===== src/rtl/fetch_prefetch_queue.sv =====
// In-order instruction prefetch queue: issues up to DEPTH fetches, buffers responses, redirects on branch.
// Latency: response in cycle N presents inst_valid in cycle N+1; redirect refetches from taddr next cycle.
// Backpressure: issue stalls when allocated plus to-be-dropped entries reach DEPTH; imem_req/addr hold while gnt=0.
module fetch_prefetch_queue #(
    parameter int              AW       = 16,
    parameter int              DW       = 16,
    parameter logic [AW-1:0]   RESET_PC = 16'h3000,
    parameter int              DEPTH    = 4
) (
    input  logic                     clock,
    input  logic                     reset,
    input  logic                     enable_fetch,
    input  logic                     br_taken,
    input  logic [AW-1:0]            taddr,
    output logic                     imem_req,
    output logic [AW-1:0]            imem_addr,
    input  logic                     imem_gnt,
    input  logic                     imem_rvalid,
    input  logic [DW-1:0]            imem_rdata,
    output logic                     inst_valid,
    output logic [DW-1:0]            inst,
    output logic [AW-1:0]            pc,
    output logic [AW-1:0]            npc,
    input  logic                     inst_ready,
    output logic [$clog2(DEPTH):0]   q_count,
    output logic                     resp_err
);

    localparam int PW = $clog2(DEPTH);
    localparam int CW = PW + 1;

    logic [AW-1:0]    fetch_pc;
    logic [PW-1:0]    alloc_ptr;
    logic [PW-1:0]    fill_ptr;
    logic [PW-1:0]    rd_ptr;
    logic [CW-1:0]    q_cnt;
    logic [CW-1:0]    pend_cnt;
    logic [CW-1:0]    drop_cnt;
    logic [DEPTH-1:0] filled;
    logic [AW-1:0]    pc_mem   [DEPTH];
    logic [DW-1:0]    data_mem [DEPTH];

    logic             acc;
    logic             pop;
    logic             rv_fill;
    logic             rv_drop;
    logic             rv_stray;
    logic [CW-1:0]    drop_next;

    // Entries still owed a response by memory count against capacity, so stale ones block issue too.
    assign imem_req   = reset && enable_fetch && ((q_cnt + drop_cnt) < CW'(DEPTH));
    assign imem_addr  = fetch_pc;
    assign acc        = imem_req && imem_gnt;

    assign rv_drop    = imem_rvalid && (drop_cnt != '0);
    assign rv_fill    = imem_rvalid && (drop_cnt == '0) && (pend_cnt != '0);
    assign rv_stray   = imem_rvalid && (drop_cnt == '0) && (pend_cnt == '0);

    assign inst_valid = (q_cnt != '0) && filled[rd_ptr];
    assign inst       = data_mem[rd_ptr];
    assign pc         = pc_mem[rd_ptr];
    assign npc        = pc_mem[rd_ptr] + 1'b1;
    assign pop        = inst_valid && inst_ready;
    assign q_count    = q_cnt;

    // On redirect every unanswered request becomes stale, including one accepted this very cycle.
    assign drop_next  = pend_cnt + drop_cnt + CW'(acc) - CW'(rv_fill || rv_drop);

    always_ff @(posedge clock or negedge reset) begin
        if (!reset) begin
            fetch_pc  <= RESET_PC;
            alloc_ptr <= '0;
            fill_ptr  <= '0;
            rd_ptr    <= '0;
            q_cnt     <= '0;
            pend_cnt  <= '0;
            drop_cnt  <= '0;
            filled    <= '0;
            resp_err  <= 1'b0;
        end else begin
            if (rv_stray) begin
                resp_err <= 1'b1;
            end
            if (br_taken) begin
                fetch_pc  <= taddr;
                alloc_ptr <= '0;
                fill_ptr  <= '0;
                rd_ptr    <= '0;
                q_cnt     <= '0;
                pend_cnt  <= '0;
                drop_cnt  <= drop_next;
                filled    <= '0;
            end else begin
                if (acc) begin
                    alloc_ptr         <= alloc_ptr + 1'b1;
                    fetch_pc          <= fetch_pc + 1'b1;
                    filled[alloc_ptr] <= 1'b0;
                end
                if (rv_fill) begin
                    fill_ptr          <= fill_ptr + 1'b1;
                    filled[fill_ptr]  <= 1'b1;
                end
                if (rv_drop) begin
                    drop_cnt <= drop_cnt - 1'b1;
                end
                if (pop) begin
                    rd_ptr <= rd_ptr + 1'b1;
                end
                q_cnt    <= q_cnt + CW'(acc) - CW'(pop);
                pend_cnt <= pend_cnt + CW'(acc) - CW'(rv_fill);
            end
        end
    end

    // Payload storage needs no reset: the filled flags and counters qualify every read.
    always_ff @(posedge clock) begin
        if (acc && !br_taken) begin
            pc_mem[alloc_ptr] <= fetch_pc;
        end
        if (rv_fill && !br_taken) begin
            data_mem[fill_ptr] <= imem_rdata;
        end
    end

endmodule

===== config.mk =====
export PLATFORM = sky130hd
export DESIGN_NAME = fetch_prefetch_queue
export DESIGN_NICKNAME = d
export VERILOG_FILES = /design/src/rtl/fetch_prefetch_queue.sv
export SDC_FILE = /design/constraint.sdc
export NUM_CORES = 1
export LEC_CHECK = 0
export CAP_MARGIN = 20
export CORE_MARGIN = 4
export CORE_UTILIZATION = 50
export DETAILED_ROUTE_END_ITERATION = 8
export GPL_TIMING_DRIVEN = 0
export PLACE_DENSITY = 0.74
export SETUP_SLACK_MARGIN = 0.1
export SLEW_MARGIN = 20
export SYNTH_ARGS = -nofsm -noshare
export SYNTH_HDL_FRONTEND = slang
export SYNTH_SLANG_ARGS = --single-unit

===== constraint.sdc =====
create_clock -name clock -period 9 [get_ports clock]
set_input_delay 1.35 -clock clock [delete_from_list [all_inputs] [get_ports clock]]
set_output_delay 1.35 -clock clock [all_outputs]
set_load 0.005 [all_outputs]

==> results.toml <==
[run_status]
outcome = "finished, final reports clean"

[floorplanning]
num_rows = 43
start_util_pct = 51.7
ioPinCount = 109
fp.dieW_um = 129
die_y_um = 129
core_sq_um = 14100
die_area_sq_um = 16600

[yosys]
synth_async_sr_flop_share_pct = 22.0
synth_cell_types = 50
synth_edf_count = 128
ys_ff_latch = 164
synthFlopType = "edfxtp_1"
synth_area_per_cell_sq_um = 16.3
synth_area_sq_um = 7290
syn-num-nets = 510
ys_warn_count = 0
syn_inst = 448
ys_seq_area_share_pct = 65.1

[detailed_routing]
vias_per_cell = 5.37
drc = 0
antenna_left = 0
route.vias.total = 4176
first_iter_violations = 224
finalWirelength_um = 14500
first_pass_iters = 4
wire_per_inst_um = 18.6

[critical_path]
crit_path_end_kind = "output port"
start_kind = "flop"
critical_path.max_fanout = 10
r2r_setup_slack_ns = 5.68
path_class = "flop to output port"
cp.arrival_ns = 3.02
required_ns = 7.65

[global_routing]
grt_pass1_vias = 4373
grt_pass1_wl_um = 23300
use_met1_pct = 25.1
grt-ovfl-total = 0
grt_util_all_layers_pct = 18.5
grt_use_met3_pct = 4.69
top_usage_layer = "met2"
grt_max_degree = 28
use_met2_pct = 29.8
antenna_found_initial = 0

[clock_tree]
h-tree-depth = 4
cts_buffer_depth = 2
cts_buffers = 17
clk_pin_slew_worst_paths_ns = 0.06
cts_hold_buf = 0
cts_tree = "yes"
insertion_delay_ns = 0.42
clock-sinks = 164
clock-root-buffer = "clkbuf_16"
cts_setup_buffers = 0
cts_resized = 0

[placed_design]
post-dp-hpwl_um = 10200
numPortBuffers = 108
gp_congestion = 0.798

[pwr]
power_w = 0.00186
powerDensity_nw_per_um2 = 199
ir_drop_mv = 0.143
leakage_nw = 3.30

[sta]
finalSetupViolations = 0
hold_violations = 0
fin_crit_sh_pct = 48.5
max_slew_margin_pct = 39.8
fin_hold_ws_ns = 0.478
maxSlewViolCount = 0
finalCriticalPeriod_ns = 4.37
grt_setup_unrepaired = "false"
fmax_ghz = 0.229
worstMarginPinSlew_ns = 0.901
fin_skew_ns = 0.00982
fin_tns_setup_ns = 0

[run]
maxCapViolCount = 0

[cells_and_area]
post-route-util_pct = 66.2
diodes = 0
layout.nets = 646
area_growth_pct = 28.1
layout-drive-gt1-share_pct = 15.7

[hold_path]
hp-class = "flop to flop"
==> power by group <==
part           internal [W]  leakage, nW  switching [W]  total [W]
Combinational      0.000115         1.40       0.000105   0.000220
Clock              0.000467        0.295       0.000292   0.000758
Sequential         0.000847         1.61      0.0000343   0.000881
Total               0.00143         3.30       0.000431    0.00186
==> metrics by stage <==
step	cells	setup WS [ns]	cell area (sq um)
5_1_grt	777	4.44	9330
3_5_place_dp	745	4.73	8700
6_report	777	4.63	9330
4_1_cts	777	4.60	9330
2_1_floorplan	448	5.52	7290
3_3_place_gp	736	2.62	8590
==> kinds of logic after synthesis <==
family	count (synthesis)	synth area share [%]
simple gates	105	7.85
flops	164	65.1
xor+xnor	43	5.37
compound gates	32	2.42
mux	40	11.8
fa+ha+maj	23	4.36
buf+inv	41	3.09
==> worst max-delay path, stage by stage, from the launching register on <==
cell and delay [ns]:
dfrtp_1 0.34, buf_6 0.18, mux4_1 0.68, ha_1 0.29
nand2b_1 0.08, o22ai_1 0.13, and3_4 0.20, nand2_1 0.07
xnor2_1 0.11, clkdlybuf4s50_1 0.51
==> synth_stat cells, drive strengths merged, types with 3 or more instances <==
cell	number	share of area, %
fa	4	1.1
clkbuf	5	0.39
mux4	33	11
nand2	35	1.8
nand3	7	0.55
ha	19	3.3
xor2	12	1.5
nand2b	3	0.26
o21ai	20	1.4
inv	24	1.2
nor2b	3	0.26
and2	4	0.34
mux2i	5	0.69
nor2	20	1.0
nor3b	4	0.55
and3	4	0.41
a21oi	7	0.48
nor3	10	0.69
dfrtp	34	12
nor4	4	0.55
buf	11	1.3
edfxtp	128	53
nand4	4	0.43
xnor2	31	3.8
==> layer usage <==
layer	up-vias	part of all wire (%)
li1	1957	-
met1	2090	44
met2	108	51
met3	21	4.1
met4	0	1.6
met5	-	0
==> final timing paths <==
check	startpoint	end	cells past startpoint
worst max-delay path	rd_ptr[0]	npc[8]	9
worst min-delay path	resp_err	resp_err	1
worst max register to register	q_count[1]	drop_cnt[2]	12
worst min register to register	resp_err	resp_err	1
max in group asynchronous	reset	rd_ptr[1]	2
min in group asynchronous	reset	imem_addr[7]	1
==> state kept, by name, summed over array words and instances (netlist names) <==
register,cells
alloc_ptr,2
filled,4
data_mem,64
q_count,3
resp_err,1
imem_addr,16
pend_cnt,3
fill_ptr,2
drop_cnt,3
rd_ptr,2
pc_mem,64
==> placed cells by master, fill, tap and decap left out, drive strengths merged, types with 20 or more instances in the layout <==
master	synthesis	final
dfrtp	34	34
nand2	35	35
clkbuf	5	22
inv	24	29
o21ai	20	20
xnor2	31	31
edfxtp	128	128
nor2	20	20
clkdlybuf4s50	0	107
buf	11	21
mux4	33	33
==> final cells by class <==
type | count | area, sq um
fillers | 984 | 4760
clock inverters | 15 | 203
flip-flops and latches | 164 | 4750
clock buffers | 17 | 425
inverters | 24 | 90.1
multi-input cells | 243 | 2330
plain buffers | 17 | 135
repair buffers | 117 | 1170
well taps | 180 | 225
(Power assumes the default switching activity.)
